===== config.mk =====
export PLATFORM = sky130hd
export DESIGN_NAME = l1_mem_master_flat
export DESIGN_NICKNAME = d
export VERILOG_FILES = /design/src/rtl/l1_mem_pkg.sv /design/src/rtl/l1_mem_master_if.sv /design/src/rtl/l1_mem_timeout.sv /design/src/rtl/l1_mem_master.sv /design/src/flat_wrapper.sv
export SDC_FILE = /design/constraint.sdc
export NUM_CORES = 1
export LEC_CHECK = 0
export ABC_CLOCK_PERIOD_IN_PS = 18200
export CORE_AREA = 4 4 256 258
export CTS_CLUSTER_DIAMETER = 100
export DETAILED_ROUTE_END_ITERATION = 6
export DIE_AREA = 0 0 260 262
export PLACE_DENSITY = 0.44
export SYNTH_ARGS = -nofsm -noshare
export SYNTH_HDL_FRONTEND = slang
export SYNTH_SLANG_ARGS = --single-unit

===== constraint.sdc =====
create_clock -name clk -period 18.2 [get_ports clk]
set_input_delay 3.64 -clock clk [delete_from_list [all_inputs] [get_ports clk]]
set_output_delay 3.64 -clock clk [all_outputs]
set_load 0.02 [all_outputs]

===== src/rtl/l1_mem_pkg.sv =====
// Shared types and constants for the L1 line-transfer master.
// Holds the controller state encoding, the memory response codes and the default line width.
package l1_mem_pkg;

  localparam int LINE_WIDTH_DEFAULT = 128;

  localparam logic [1:0] RESP_OKAY = 2'b00;

  typedef enum logic [2:0] {
    IDLE    = 3'd0,
    WB_REQ  = 3'd1,
    WB_WAIT = 3'd2,
    RD_REQ  = 3'd3,
    RD_WAIT = 3'd4,
    DONE    = 3'd5
  } state_t;

  function automatic logic resp_is_error(input logic [1:0] resp);
    return resp != RESP_OKAY;
  endfunction

endpackage


===== src/rtl/l1_mem_master_if.sv =====
// Split read/write memory channel between the L1 master and the memory system.
// Request channels use valid/ready; reply channels are valid-only pulses with no backpressure.
interface Mem_ift
  import l1_mem_pkg::*;
#(
  parameter int ADDR_WIDTH = 32,
  parameter int LINE_WIDTH = LINE_WIDTH_DEFAULT
) ();

  logic                  r_request_valid;
  logic                  r_request_ready;
  logic [ADDR_WIDTH-1:0] raddr;

  logic                  w_request_valid;
  logic                  w_request_ready;
  logic [ADDR_WIDTH-1:0] waddr;
  logic [LINE_WIDTH-1:0] wdata;

  logic                  r_reply_valid;
  logic [LINE_WIDTH-1:0] rdata;
  logic [1:0]            rresp;

  logic                  w_reply_valid;
  logic [1:0]            bresp;

  modport Master (
    output r_request_valid, raddr,
    input  r_request_ready,
    output w_request_valid, waddr, wdata,
    input  w_request_ready,
    input  r_reply_valid, rdata, rresp,
    input  w_reply_valid, bresp
  );

  modport Slave (
    input  r_request_valid, raddr,
    output r_request_ready,
    input  w_request_valid, waddr, wdata,
    output w_request_ready,
    output r_reply_valid, rdata, rresp,
    output w_reply_valid, bresp
  );

endinterface


===== src/rtl/l1_mem_timeout.sv =====
// Reply-wait watchdog: counts cycles while enabled and flags expiry on the last allowed cycle.
// Clear has priority; the count saturates once expired so it never wraps.
module l1_mem_timeout #(
  parameter int TIMEOUT_CYCLES = 64
) (
  input  logic clk,
  input  logic rst,
  input  logic clear,
  input  logic enable,
  output logic expired
);

  localparam int CW = $clog2(TIMEOUT_CYCLES + 1);

  logic [CW-1:0] count_reg;

  // Expires during the TIMEOUT_CYCLES-th waiting cycle, so the owner leaves after exactly that many.
  assign expired = enable && (count_reg == CW'(TIMEOUT_CYCLES - 1));

  always_ff @(posedge clk or posedge rst) begin
    if (rst) begin
      count_reg <= '0;
    end else if (clear) begin
      count_reg <= '0;
    end else if (enable && !expired) begin
      count_reg <= count_reg + 1'b1;
    end
  end

endmodule


===== src/rtl/l1_mem_master.sv =====
// L1 miss engine: optional dirty-victim writeback followed by a line refill over Mem_ift,
// with a bounded wait per reply and a sticky error reported alongside the refill pulse.
module l1_mem_master
  import l1_mem_pkg::*;
#(
  parameter int ADDR_WIDTH     = 32,
  parameter int LINE_WIDTH     = LINE_WIDTH_DEFAULT,
  parameter int TIMEOUT_CYCLES = 64
) (
  input  logic                  clk,
  input  logic                  rst,
  input  logic                  req_valid,
  output logic                  req_ready,
  input  logic                  req_wb,
  input  logic [ADDR_WIDTH-1:0] req_wb_addr,
  input  logic [LINE_WIDTH-1:0] req_wb_data,
  input  logic [ADDR_WIDTH-1:0] req_rd_addr,
  output logic                  refill_valid,
  output logic [LINE_WIDTH-1:0] refill_data,
  output logic                  err,
  Mem_ift.Master                mem_ift
);

  localparam int LINE_BYTES = LINE_WIDTH / 8;
  localparam logic [ADDR_WIDTH-1:0] LINE_MASK = ~ADDR_WIDTH'(LINE_BYTES - 1);

  state_t                state_reg, state_next;
  logic                  wb_reg, wb_next;
  logic [ADDR_WIDTH-1:0] wb_addr_reg, wb_addr_next;
  logic [LINE_WIDTH-1:0] wb_data_reg, wb_data_next;
  logic [ADDR_WIDTH-1:0] rd_addr_reg, rd_addr_next;
  logic [LINE_WIDTH-1:0] refill_data_reg, refill_data_next;
  logic                  err_flag_reg, err_flag_next;

  logic in_wait;
  logic timeout_expired;

  assign in_wait = (state_reg == WB_WAIT) || (state_reg == RD_WAIT);

  // Count restarts every time a wait state is entered because it is held clear outside them.
  l1_mem_timeout #(
    .TIMEOUT_CYCLES(TIMEOUT_CYCLES)
  ) u_timeout (
    .clk    (clk),
    .rst    (rst),
    .clear  (!in_wait),
    .enable (in_wait),
    .expired(timeout_expired)
  );

  assign refill_data = refill_data_reg;

  always_ff @(posedge clk or posedge rst) begin
    if (rst) begin
      state_reg       <= IDLE;
      wb_reg          <= 1'b0;
      wb_addr_reg     <= '0;
      wb_data_reg     <= '0;
      rd_addr_reg     <= '0;
      refill_data_reg <= '0;
      err_flag_reg    <= 1'b0;
    end else begin
      state_reg       <= state_next;
      wb_reg          <= wb_next;
      wb_addr_reg     <= wb_addr_next;
      wb_data_reg     <= wb_data_next;
      rd_addr_reg     <= rd_addr_next;
      refill_data_reg <= refill_data_next;
      err_flag_reg    <= err_flag_next;
    end
  end

  always_comb begin
    state_next       = state_reg;
    wb_next          = wb_reg;
    wb_addr_next     = wb_addr_reg;
    wb_data_next     = wb_data_reg;
    rd_addr_next     = rd_addr_reg;
    refill_data_next = refill_data_reg;
    err_flag_next    = err_flag_reg;

    req_ready        = 1'b0;
    refill_valid     = 1'b0;
    err              = 1'b0;

    // Address/data are driven from latched state every cycle so they stay stable under backpressure.
    mem_ift.r_request_valid = 1'b0;
    mem_ift.raddr           = rd_addr_reg & LINE_MASK;
    mem_ift.w_request_valid = 1'b0;
    mem_ift.waddr           = wb_addr_reg & LINE_MASK;
    mem_ift.wdata           = wb_data_reg;

    case (state_reg)
      IDLE: begin
        req_ready = 1'b1;
        if (req_valid) begin
          wb_next      = req_wb;
          wb_addr_next = req_wb_addr;
          wb_data_next = req_wb_data;
          rd_addr_next = req_rd_addr;
          state_next   = req_wb ? WB_REQ : RD_REQ;
        end
      end

      WB_REQ: begin
        mem_ift.w_request_valid = 1'b1;
        if (mem_ift.w_request_ready) begin
          state_next = WB_WAIT;
        end
      end

      WB_WAIT: begin
        if (mem_ift.w_reply_valid) begin
          if (resp_is_error(mem_ift.bresp)) begin
            err_flag_next = 1'b1;
          end
          state_next = RD_REQ;
        end else if (timeout_expired) begin
          // A lost writeback abandons the refill; the cache retries the whole miss.
          err_flag_next = 1'b1;
          state_next    = DONE;
        end
      end

      RD_REQ: begin
        mem_ift.r_request_valid = 1'b1;
        if (mem_ift.r_request_ready) begin
          state_next = RD_WAIT;
        end
      end

      RD_WAIT: begin
        if (mem_ift.r_reply_valid) begin
          refill_data_next = mem_ift.rdata;
          if (resp_is_error(mem_ift.rresp)) begin
            err_flag_next = 1'b1;
          end
          state_next = DONE;
        end else if (timeout_expired) begin
          err_flag_next = 1'b1;
          state_next    = DONE;
        end
      end

      DONE: begin
        refill_valid  = 1'b1;
        err           = err_flag_reg;
        err_flag_next = 1'b0;
        state_next    = IDLE;
      end

      default: begin
        state_next = IDLE;
      end
    endcase
  end

  // Memory-side handshake invariants: one request channel at a time, requests held until accepted.
  a_one_valid: assert property (@(posedge clk) disable iff (rst)
    !(mem_ift.r_request_valid && mem_ift.w_request_valid));

  a_rd_hold: assert property (@(posedge clk) disable iff (rst)
    (mem_ift.r_request_valid && !mem_ift.r_request_ready)
      |=> (mem_ift.r_request_valid && $stable(mem_ift.raddr)));

  a_wr_hold: assert property (@(posedge clk) disable iff (rst)
    (mem_ift.w_request_valid && !mem_ift.w_request_ready)
      |=> (mem_ift.w_request_valid && $stable(mem_ift.waddr) && $stable(mem_ift.wdata)));

endmodule


===== src/flat_wrapper.sv =====
// flat-port wrapper written by rule: the top's interface ports become plain ports
module l1_mem_master_flat import l1_mem_pkg::*;
#(
  parameter int ADDR_WIDTH     = 32,
  parameter int LINE_WIDTH     = LINE_WIDTH_DEFAULT,
  parameter int TIMEOUT_CYCLES = 64
)
  (clk, rst, req_valid, req_ready, req_wb, req_wb_addr, req_wb_data, req_rd_addr, refill_valid, refill_data, err, mem_ift_r_request_valid, mem_ift_raddr, mem_ift_r_request_ready, mem_ift_w_request_valid, mem_ift_waddr, mem_ift_wdata, mem_ift_w_request_ready, mem_ift_r_reply_valid, mem_ift_rdata, mem_ift_rresp, mem_ift_w_reply_valid, mem_ift_bresp);
  Mem_ift #(.ADDR_WIDTH(ADDR_WIDTH), .LINE_WIDTH(LINE_WIDTH)) mem_ift_i ();
  input  logic clk;
  input  logic rst;
  input  logic req_valid;
  output logic req_ready;
  input  logic req_wb;
  input  logic [ADDR_WIDTH-1:0] req_wb_addr;
  input  logic [LINE_WIDTH-1:0] req_wb_data;
  input  logic [ADDR_WIDTH-1:0] req_rd_addr;
  output logic refill_valid;
  output logic [LINE_WIDTH-1:0] refill_data;
  output logic err;
  output wire logic [$bits(mem_ift_i.r_request_valid)-1:0] mem_ift_r_request_valid;
  output wire logic [$bits(mem_ift_i.raddr)-1:0] mem_ift_raddr;
  input wire logic [$bits(mem_ift_i.r_request_ready)-1:0] mem_ift_r_request_ready;
  output wire logic [$bits(mem_ift_i.w_request_valid)-1:0] mem_ift_w_request_valid;
  output wire logic [$bits(mem_ift_i.waddr)-1:0] mem_ift_waddr;
  output wire logic [$bits(mem_ift_i.wdata)-1:0] mem_ift_wdata;
  input wire logic [$bits(mem_ift_i.w_request_ready)-1:0] mem_ift_w_request_ready;
  input wire logic [$bits(mem_ift_i.r_reply_valid)-1:0] mem_ift_r_reply_valid;
  input wire logic [$bits(mem_ift_i.rdata)-1:0] mem_ift_rdata;
  input wire logic [$bits(mem_ift_i.rresp)-1:0] mem_ift_rresp;
  input wire logic [$bits(mem_ift_i.w_reply_valid)-1:0] mem_ift_w_reply_valid;
  input wire logic [$bits(mem_ift_i.bresp)-1:0] mem_ift_bresp;
  assign mem_ift_r_request_valid = mem_ift_i.r_request_valid;
  assign mem_ift_raddr = mem_ift_i.raddr;
  assign mem_ift_i.r_request_ready = mem_ift_r_request_ready;
  assign mem_ift_w_request_valid = mem_ift_i.w_request_valid;
  assign mem_ift_waddr = mem_ift_i.waddr;
  assign mem_ift_wdata = mem_ift_i.wdata;
  assign mem_ift_i.w_request_ready = mem_ift_w_request_ready;
  assign mem_ift_i.r_reply_valid = mem_ift_r_reply_valid;
  assign mem_ift_i.rdata = mem_ift_rdata;
  assign mem_ift_i.rresp = mem_ift_rresp;
  assign mem_ift_i.w_reply_valid = mem_ift_w_reply_valid;
  assign mem_ift_i.bresp = mem_ift_bresp;
  l1_mem_master #(.ADDR_WIDTH(ADDR_WIDTH), .LINE_WIDTH(LINE_WIDTH), .TIMEOUT_CYCLES(TIMEOUT_CYCLES)) u_core (.clk(clk), .rst(rst), .req_valid(req_valid), .req_ready(req_ready), .req_wb(req_wb), .req_wb_addr(req_wb_addr), .req_wb_data(req_wb_data), .req_rd_addr(req_rd_addr), .refill_valid(refill_valid), .refill_data(refill_data), .err(err), .mem_ift(mem_ift_i));
endmodule

==> out/metrics.sh <==
CLOCK-SKEW-FINAL_PS=12.7
CORE_AREA_UM2=63000
CTS_INSERTED_BUFFERS=42
GRT_SETUP_UNREPAIRED='false'
MAX_FREQ_MHz=151
WORST_PATH_LARGEST_CELL_DELAY_PS=870
SYN-MEAN-INSTANCE-AREA_UM2=16.4
CLK-INSERTION-DELAY-LATE_PS=550
SYNTH.FF_LATCH_COUNT=323
DRCVIOLATIONCOUNT=0
WL_PER_CELL_UM=18.7
MAX_CAP_VIOLATIONS=0
SWITCHING_SHARE_PCT=35.0
SETUP_VIOL=0
SYNTH_WARNINGS=0
COMBINATIONALPOWERSHARE_PCT=47.2
MET3_USAGE_PCT=5.53
GLOBALROUTE.BUSIESTLAYER='met2'
POWER.DENSITY_CELL_AREA_nW_PER_UM2=188
DRT_PRE_ANTENNA_ITERS=4
PORT_BUFFERS=640
AVGVIACOUNTPERCELL=3.80
INITIAL_UTILIZATION_PCT=19.6
SYN-CELL-AREA_UM2=12300
STARTPOINT_TYPE='input port'
GLOBALROUTEMET2UTIL_PCT=21.0
MIN_PATH_TYPE='reg -> reg'
GLOBALROUTETOTALUTIL_PCT=11.9
POST-LAYOUT-TOTAL-POWER_mW=3.93
CRITPATHSLOWESTCELL='sky130_fd_sc_hd__buf_4'
CTSLONGESTPATHBUFFERS=3
DETAILROUTE.VIA_COUNT=8647
VIA_COUNT_OF_THE_FIRST_GLOBAL_ROUTING_PASS=9498
CLK_PIN_SLEW_WORST_PATHS_PS=60
CRIT_PATH_END_KIND='flip-flop'
CP_DATA_ARRIVAL_TIME_PS=7040
HTREEDEPTH=2
CLOCK_TREE_FROM_TRITONCTS='yes'
FINAL_WIRELENGTH_UM=42700
GRT_START_MAX_NET_PINS=86
POST_CTS.REPAIR.SETUP_BUFFERS=0
FILLERS=6278
HOLD_VIOL=0
CRIT_TOP_CELL='sky130_fd_sc_hd__buf_4'
REQUIRED_PS=18630
CRIT_PATH_CELL_TRACE='clkdlybuf4s50_1 > and2_4 > buf_4 > buf_4 > mux2_2'
MAX-SLEW-MARGIN-REL_PCT=33.9
SYNTH.LIB_CELLS_USED.DISTINCT=37
ROWS=92
ANTENNA_FOUND_INITIAL=3
CLOCKPOWERSHARE_PCT=20.5
DPL.HPWL_UM=31800
PERIOD_SHARE_PCT=36.3
CLOCKROOTBUFFER='sky130_fd_sc_hd__clkbuf_16'
HOLD_BUFFERS=0
SETUP.WORST_PATH.CLASS='in -> reg'
FP.DIEH_UM=262
FIN_SETUP_TNS_PS=0
GRT_FIRST_PASS_WIRELENGTH_UM=61600
USE_MET1_PCT=12.7
X_DIMENSION_OF_THE_DIE_UM=260
IR_WORST_VDD_uV=90.5
P_LEAK_nW=8.49
ANTENNA_VIOLATING_NETS_POST_ROUTE=0
FLOORPLAN.DIE_AREA_UM2=68100
CTSRESIZECOUNT=0
FINISH.NET_COUNT=1736
PATH_MAX_FANOUT=72
MAX_SLEW.WORST_PIN.SLEW_PS=992
OUTCOME='completed'
INTERNAL-POWER_mW=2.56
SHARE_SEQ_OF_TOTAL_POWER_PCT=32.3
REPORT.FINAL.SLEW_VIOL_COUNT=0
GR-TOTAL-OVERFLOW=0
CTS_NUM_SINKS=323
FINALCRITICALPERIOD_PS=6600
FINAL_LAYOUT_SIZE_SUFFIX_GT1_SHARE_PCT=27.2
IO-PIN-COUNT=657
DRT_ITER0_MARKERS=288
POWER.SWITCHING_mW=1.38
PLACE_CONGESTION=0.744
SYN-INSTANCE-COUNT=751
SYNTH_SEQ_AREA_SHARE_PCT=65.6
LAYOUT-AREA-OVERHEAD-VS-SYNTH_PCT=69.8
worst paths after layout:
kind | slack, ps | from | cells past startpoint | endpoint
min reg2reg | 500 | u_core.rd_addr_reg[24] | 1 | u_core.rd_addr_reg[24]
min | 500 | u_core.rd_addr_reg[24] | 1 | u_core.rd_addr_reg[24]
max | 11600 | req_valid | 5 | u_core.mem_ift.wdata[106]
max in group asynchronous | 11920 | rst | 5 | u_core.wb_addr_reg[23]
max reg2reg | 14380 | u_core.state_reg[1] | 5 | u_core.mem_ift.wdata[106]
min in group asynchronous | 3570 | rst | 2 | u_core.mem_ift.wdata[48]
cell families after synthesis:
family / after synthesis / synth area share [%]
adders and majority gates: 1 / 0.102
DFF: 323 / 65.6
muxes: 314 / 28.7
and+or+nand+nor: 40 / 1.92
other: 1 / 0.0304
AOI/OAI and AO/OA: 19 / 0.934
buffers and inverters: 51 / 2.60
xor gates and xnor gates: 2 / 0.142
layout make-up:
| class | instances | area (um2) | area share, % |
|---|---|---|---|
| inverter | 4 | 22.5 | 0.108 |
| clock inverter | 9 | 120 | 0.574 |
| multi-input combinational | 384 | 3950 | 18.9 |
| timing repair buffer | 648 | 6470 | 30.9 |
| sequential | 323 | 8080 | 38.6 |
| tap | 846 | 1060 | 5.06 |
| antenna | 2 | 5.00 | 0.0239 |
| clock buffer | 62 | 1220 | 5.81 |
worst max-delay path, delay by kind of cell:
kind / cells / cell delay (ps)
multiplexers: 1 / 410
AND/OR/NAND/NOR: 1 / 610
buffers and inverters: 3 / 2230
synthesized netlist by cell type (all sizes together):
cell type  count  area share (%)
o22ai          1           0.051
and4bb         1            0.10
ha             1            0.10
and2           2            0.10
o31a           1           0.071
o31ai          2            0.12
and3           4            0.22
buf           46             2.4
nor2           9            0.27
inv            4            0.12
xor2           1           0.071
or3            2            0.10
a21oi          6            0.24
mux2         312              29
dfrtp        323              66
a211oi         1           0.061
o21bai         1           0.061
nand2          3           0.091
a31o           1           0.071
mux2i          2            0.16
clkbuf         1           0.030
xnor2          1           0.071
nor3           3            0.16
nand2b         3            0.15
nor2b          7            0.36
or3b           1           0.071
o21ai          5            0.20
a31oi          1           0.051
nand3          3            0.16
conb           1           0.030
nor3b          2            0.12
through the flow:
step / instance area (um2) / utilization (%) / hold slack, ps / cells / worst slack (ps)
finish: 20900 / 33.2 / 501 / 2278 / 11600
global route: 20900 / 33.2 / 508 / 2278 / 11360
CTS: 20900 / 33.2 / 506 / 2276 / 11540
detailed placement: 19600 / 31.1 / 494 / 2205 / 10940
global placement: 19600 / 31.1 / 487 / 2205 / 10970
floorplan: 12300 / - / 498 / 758 / 5620
power by group through the flow:
stage / Clock (mW) / Sequential (mW) / Combinational, mW
after floorplan: 0 / 1.71 / 0.482
after global placement: 0 / 1.27 / 1.89
after detailed placement: 0 / 1.28 / 1.89
after CTS: 0.848 / 1.28 / 1.90
after global routing: 0.874 / 1.32 / 1.96
final: 0.807 / 1.27 / 1.86
layer usage:
layer	vias to the layer above	part of all wire, %	routed length [um]
met3	54	11	4790
met5	-	0.040	17
met2	397	51	21900
met1	4240	35	15100
li1	3954	-	-
met4	2	2.3	966
cells in the final DEF (no fill, tap or decap), drive strengths merged, types with 4 or more instances in the layout:
master	n
clkdlybuf4s50	640
dfrtp	323
mux2	312
clkbuf	62
nor2	9
conb	8
buf	8
nor2b	7
inv	7
a21oi	6
o21ai	5
and3	4
Power figures use the tool's default switching activity.
